`config.mk`:
```
export PLATFORM = sky130hd
export DESIGN_NAME = addsub_requester
export DESIGN_NICKNAME = d
export VERILOG_FILES = /design/src/rtl/addsub_pkg.sv /design/src/rtl/addsub_settle_timer.sv /design/src/rtl/addsub_requester.sv
export SDC_FILE = /design/constraint.sdc
export NUM_CORES = 1
export LEC_CHECK = 0
export CAP_MARGIN = 5
export CORE_MARGIN = 5
export CORE_UTILIZATION = 27
export CTS_CLUSTER_DIAMETER = 60
export DETAILED_ROUTE_END_ITERATION = 7
export PLACE_DENSITY_LB_ADDON = 0.25
export SKIP_CTS_REPAIR_TIMING = 1
export SLEW_MARGIN = 40
export SYNTH_ARGS = -nofsm -noshare
export SYNTH_HDL_FRONTEND = slang
export SYNTH_SLANG_ARGS = --single-unit
```
`constraint.sdc`:
```
create_clock -name clk -period 2.5 [get_ports clk]
set_input_delay 0.625 -clock clk [delete_from_list [all_inputs] [get_ports clk]]
set_output_delay 0.625 -clock clk [all_outputs]
set_load 0.01 [all_outputs]
```
`src/rtl/addsub_pkg.sv`:
```
// Shared types and reference model for the 8-bit add/subtract requester slice.
package addsub_pkg;

  localparam int ADDSUB_WIDTH     = 8;
  localparam int SETTLE_CNT_WIDTH = 4;

  typedef enum logic [1:0] {
    IDLE   = 2'd0,
    SETTLE = 2'd1,
    RESP   = 2'd2
  } state_t;

  typedef enum logic {
    OP_ADD = 1'b0,
    OP_SUB = 1'b1
  } op_t;

  // Subtract is B-A (~A+B+1); carry and borrow fall off the top.
  function automatic logic [ADDSUB_WIDTH-1:0] addsub_model(
    input logic [ADDSUB_WIDTH-1:0] a,
    input logic [ADDSUB_WIDTH-1:0] b,
    input logic                    sub
  );
    if (op_t'(sub) == OP_SUB) return b - a;
    else                      return a + b;
  endfunction

endpackage

```
`src/rtl/addsub_settle_timer.sv`:
```
// Load/decrement counter with a zero flag, for pacing multi-cycle datapath requesters.
module addsub_settle_timer #(
  parameter int CW = 4
) (
  input  logic          clk,
  input  logic          rst,
  input  logic          load_i,
  input  logic [CW-1:0] loadVal_i,
  input  logic          en_i,
  output logic          done_o
);

  logic [CW-1:0] count_q;
  logic [CW-1:0] count_d;

  always_comb begin
    count_d = count_q;
    if (load_i)                          count_d = loadVal_i;
    else if (en_i && (count_q != '0))    count_d = count_q - 1'b1;
  end

  always_ff @(posedge clk or posedge rst) begin
    if (rst) count_q <= '0;
    else     count_q <= count_d;
  end

  assign done_o = (count_q == '0);

endmodule

```
`src/rtl/addsub_requester.sv`:
```
// Initiator for the combinational add/sub unit: registers operands, waits SETTLE_CYCLES,
// captures the result and returns it. Optional result checking under ADDSUB_REQ_CHECK_EN.
module addsub_requester
  import addsub_pkg::*;
#(
  parameter int WIDTH         = ADDSUB_WIDTH,
  parameter int SETTLE_CYCLES = 2,
  parameter int CNT_WIDTH     = 16
) (
  input  logic                 clk,
  input  logic                 rst,
  input  logic                 req_valid,
  output logic                 req_ready,
  input  logic [WIDTH-1:0]     req_a,
  input  logic [WIDTH-1:0]     req_b,
  input  logic                 req_sub,
  output logic                 rsp_valid,
  input  logic                 rsp_ready,
  output logic [WIDTH-1:0]     rsp_result,
  output logic                 rsp_mismatch,
  output logic [WIDTH-1:0]     au_a,
  output logic [WIDTH-1:0]     au_b,
  output logic                 au_sub,
  input  logic [WIDTH-1:0]     au_result,
  output logic [CNT_WIDTH-1:0] txn_count
);

  if (SETTLE_CYCLES < 1 || SETTLE_CYCLES > 15) begin : gBadSettle
    $error("addsub_requester: SETTLE_CYCLES must be in 1..15");
  end

  state_t               state_q, state_d;
  logic [WIDTH-1:0]     auA_q, auA_d, auB_q, auB_d;
  logic                 auSub_q, auSub_d;
  logic                 rspValid_q, rspValid_d;
  logic [WIDTH-1:0]     rspResult_q, rspResult_d;
  logic [CNT_WIDTH-1:0] txnCount_q, txnCount_d;
  logic                 timerLoad, timerEn, timerDone;

  addsub_settle_timer #(.CW(SETTLE_CNT_WIDTH)) uTimer (
    .clk       (clk),
    .rst       (rst),
    .load_i    (timerLoad),
    .loadVal_i (SETTLE_CNT_WIDTH'(SETTLE_CYCLES - 1)),
    .en_i      (timerEn),
    .done_o    (timerDone)
  );

`ifdef ADDSUB_REQ_CHECK_EN
  logic             mismatch_q, mismatch_d;
  logic [WIDTH-1:0] modelResult;
  assign modelResult = auSub_q ? (auB_q - auA_q) : (auA_q + auB_q);
`endif

  always_comb begin
    state_d     = state_q;
    auA_d       = auA_q;
    auB_d       = auB_q;
    auSub_d     = auSub_q;
    rspValid_d  = rspValid_q;
    rspResult_d = rspResult_q;
    txnCount_d  = txnCount_q;
    timerLoad   = 1'b0;
    timerEn     = 1'b0;
`ifdef ADDSUB_REQ_CHECK_EN
    mismatch_d  = mismatch_q;
`endif
    case (state_q)
      IDLE: begin
        if (req_valid) begin
          auA_d     = req_a;
          auB_d     = req_b;
          auSub_d   = req_sub;
          timerLoad = 1'b1;
          state_d   = SETTLE;
        end
      end
      SETTLE: begin
        timerEn = 1'b1;
        if (timerDone) begin
          rspResult_d = au_result;
          rspValid_d  = 1'b1;
`ifdef ADDSUB_REQ_CHECK_EN
          mismatch_d  = (au_result != modelResult);
`endif
          state_d     = RESP;
        end
      end
      RESP: begin
        if (rspValid_q && rsp_ready) begin
          rspValid_d = 1'b0;
          txnCount_d = txnCount_q + 1'b1;
`ifdef ADDSUB_REQ_CHECK_EN
          mismatch_d = 1'b0;
`endif
          state_d    = IDLE;
        end
      end
      default: state_d = IDLE;
    endcase
  end

  always_ff @(posedge clk or posedge rst) begin
    if (rst) begin
      state_q     <= IDLE;
      auA_q       <= '0;
      auB_q       <= '0;
      auSub_q     <= 1'b0;
      rspValid_q  <= 1'b0;
      rspResult_q <= '0;
      txnCount_q  <= '0;
    end else begin
      state_q     <= state_d;
      auA_q       <= auA_d;
      auB_q       <= auB_d;
      auSub_q     <= auSub_d;
      rspValid_q  <= rspValid_d;
      rspResult_q <= rspResult_d;
      txnCount_q  <= txnCount_d;
    end
  end

`ifdef ADDSUB_REQ_CHECK_EN
  always_ff @(posedge clk or posedge rst) begin
    if (rst) mismatch_q <= 1'b0;
    else     mismatch_q <= mismatch_d;
  end
  assign rsp_mismatch = mismatch_q;
`else
  assign rsp_mismatch = 1'b0;
`endif

  assign req_ready  = (state_q == IDLE);
  assign rsp_valid  = rspValid_q;
  assign rsp_result = rspResult_q;
  assign au_a       = auA_q;
  assign au_b       = auB_q;
  assign au_sub     = auSub_q;
  assign txn_count  = txnCount_q;

endmodule

```
==> results.json <==
{
  "path_cells": "nor2_1 > clkdlybuf4s50_1",
  "layout_commonest_cell": "clkdlybuf4s50_1",
  "final.setup.tns_ns": 0,
  "fmax_mhz": 476,
  "via_count": 1535,
  "holdPathStages": 2,
  "cts-root-buf": "clkbuf_8",
  "rows": 31,
  "drc": 0,
  "crit_family": "buffers and inverters",
  "power-per-cell-area_nw_per_um2": 998,
  "fin_worst_skew_ns": 0.0113,
  "dp_hpwl_um": 3670,
  "ys_types": 30,
  "power_frac_clock_pct": 20.0,
  "crit_cells": 2,
  "antenna_found_initial": 0,
  "overflow": 0,
  "cts_tree": "yes",
  "p_switching_mw": 0.959,
  "drt-total-wl_um": 4730,
  "ff2ff_path_depth": 6,
  "ys_warn_count": 0,
  "final_cells": 365,
  "layout_common_cells": "clkdlybuf4s50_1 (71), nand2_1 (61), dfrtp_1 (48)",
  "ys_ff_latch": 48,
  "setup_viol": 0,
  "nets": 297,
  "swShare_pct": 31.8,
  "irDropWorstVdd_mv": 0.445,
  "avgSynthCellArea_um2": 11.0,
  "tightest_slew_ns": 0.683,
  "io_pins": 73,
  "endpoint_kind": "primary output",
  "post-place-ws_ns": 0.373,
  "relSlewSlack_pct": 54.4,
  "synth_edf_count": 0,
  "rsz0062_at_grt": "false",
  "dieArea_um2": 9490,
  "clock_sinks": 48,
  "critPathMaxStageDelay_ns": 0.58,
  "cp.arrival_ns": 1.47,
  "clk_transition_reported_paths_ns": 0.09,
  "status": "finished clean",
  "p_int_mw": 2.06,
  "first_global_vias": 1717,
  "die_y_um": 97.4,
  "synth-seq-area-share_pct": 58.2,
  "grt_pass1_wl_um": 8270,
  "worstPathRequired_ns": 1.88,
  "dp.cells": 357,
  "critPathKind": "reg -> out",
  "synthFlopType": "dfrtp_1",
  "grt.total_usage_pct": 10.6,
  "finalWorstSetupSlack_ns": 0.401,
  "combPwrFrac_pct": 40.1,
  "async_flop_share_pct": 100,
  "hold_violations": 0,
  "synth_nets": 220,
  "die_w_um": 97.4,
  "critPathBufInv": 1,
  "n_antenna_cell": 0,
  "fillers": 712,
  "clk_path_buf_depth": 2,
  "initial_utilization_pct": 28.1,
  "grt_max_degree": 20,
  "worstPathMaxFanout": 4,
  "drv_cap": 0,
  "cp-start-kind": "flip-flop",
  "core_area_um2": 7330,
  "report.final.slew_viol_count": 0,
  "place.gp.congestion": 0.770,
  "antenna_left": 0,
  "detail_route.vias_per_cell": 4.21,
  "cts_made_buffers": 5,
  "period_needed_ns": 2.10,
  "clock_latency_ns": 0.30,
  "crit_path_top_delay_cell": "clkdlybuf4s50_1",
  "io_buffers": 71,
  "wl_per_cell_um": 13.0,
  "cts_htree_levels": 2,
  "pwr-share-seq_pct": 39.9,
  "fin_crit_sh_pct": 84.0,
  "drt_iter0_drc": 32,
  "p_leak_nw": 1.41,
  "hp-class": "reg -> reg",
  "drive_gt1_share_pct": 12.4,
  "syn_to_final_growth_pct": 46.6,
  "syn_area_um2": 2060,
  "syn_inst": 188,
  "dr.pass1.iters": 4
}
==> power groups by stage <==
stage	combinational (mW)	clock [mW]	sequential, mW
final	1.21	0.605	1.20
after global routing	1.33	0.668	1.24
after CTS	1.25	0.631	1.21
after detailed placement	1.24	0	1.23
after global placement	1.22	0	1.21
after floorplan	0.499	0	1.31
==> state kept, by name, indices dropped and copies added, names as in the netlist <==
name and count:
au_a 8, rsp_valid 1, rsp_result 8, txn_count 16
uTimer.count_q 4, au_sub 1, au_b 8, state_q 2
==> cell type report <==
class / instances / area [um^2] / share of cell area (%)
Sequential cell: 48 / 1200 / 39.7
Multi-Input combinational cell: 129 / 810 / 26.8
Timing Repair Buffer: 75 / 741 / 24.5
Tap cell: 99 / 124 / 4.10
Clock buffer: 7 / 96.3 / 3.19
Clock inverter: 1 / 30.0 / 0.993
Inverter: 6 / 22.5 / 0.745
==> Yosys cell counts (3+ instances only) <==
| cell | number | area share (%) |
|---|---|---|
| xnor2_1 | 7 | 3.0 |
| xor2_1 | 11 | 4.7 |
| dfrtp_1 | 48 | 58 |
| nand2_1 | 61 | 11 |
| nor3_2 | 4 | 1.9 |
| mux2_2 | 9 | 4.9 |
| clkbuf_1 | 3 | 0.55 |
| nand3_1 | 5 | 1.2 |
| nor2_1 | 7 | 1.3 |
| inv_1 | 6 | 1.1 |
| ha_1 | 3 | 1.8 |
==> worst min-delay path, cell delays in order (launching register included) <==
cell,delay (ns)
dfrtp_1,0.35
nand2_1,0.05
nand2_1,0.05
==> path summary, 6_finish.rpt <==
kind / startpoint / slack (ns) / to
min in group asynchronous: rst / 0.61 / au_b[2]
setup reg to reg: uTimer.count_q[0] / 0.91 / uTimer.count_q[0]
max in group asynchronous: rst / 1.30 / au_b[7]
hold / removal: au_b[6] / 0.48 / au_b[6]
hold reg to reg: au_b[6] / 0.48 / au_b[6]
setup / recovery: state_q[0] / 0.40 / req_ready
==> logic make-up after synthesis <==
group	Yosys count	synth area share [%]
other cells	1	0.182
compound gates	3	0.909
fa+ha+maj	3	1.82
flops	48	58.2
simple gates	95	23.8
xor+xnor	18	7.64
buf+inv	11	2.55
mux	9	4.91
==> metal layers <==
layer	vias to the layer above	share of wire [%]	GRT usage [%]
li1	758	-	-
met1	728	43	12.7
met2	40	50	17.6
met3	9	5.5	3.80
met4	0	1.6	3.62
met5	-	0	0
==> stage by stage <==
step	area, um^2	utilization [%]	hold slack (ns)	power [mW]
2_1_floorplan	2060	-	0.504	1.81
3_3_place_gp	2900	39.5	0.458	2.44
3_5_place_dp	2900	39.5	0.462	2.47
4_1_cts	3020	41.3	0.484	3.09
5_1_grt	3020	41.3	0.492	3.24
6_report	3020	41.3	0.480	3.02
No activity file was read; power rests on OpenSTA's default activity.
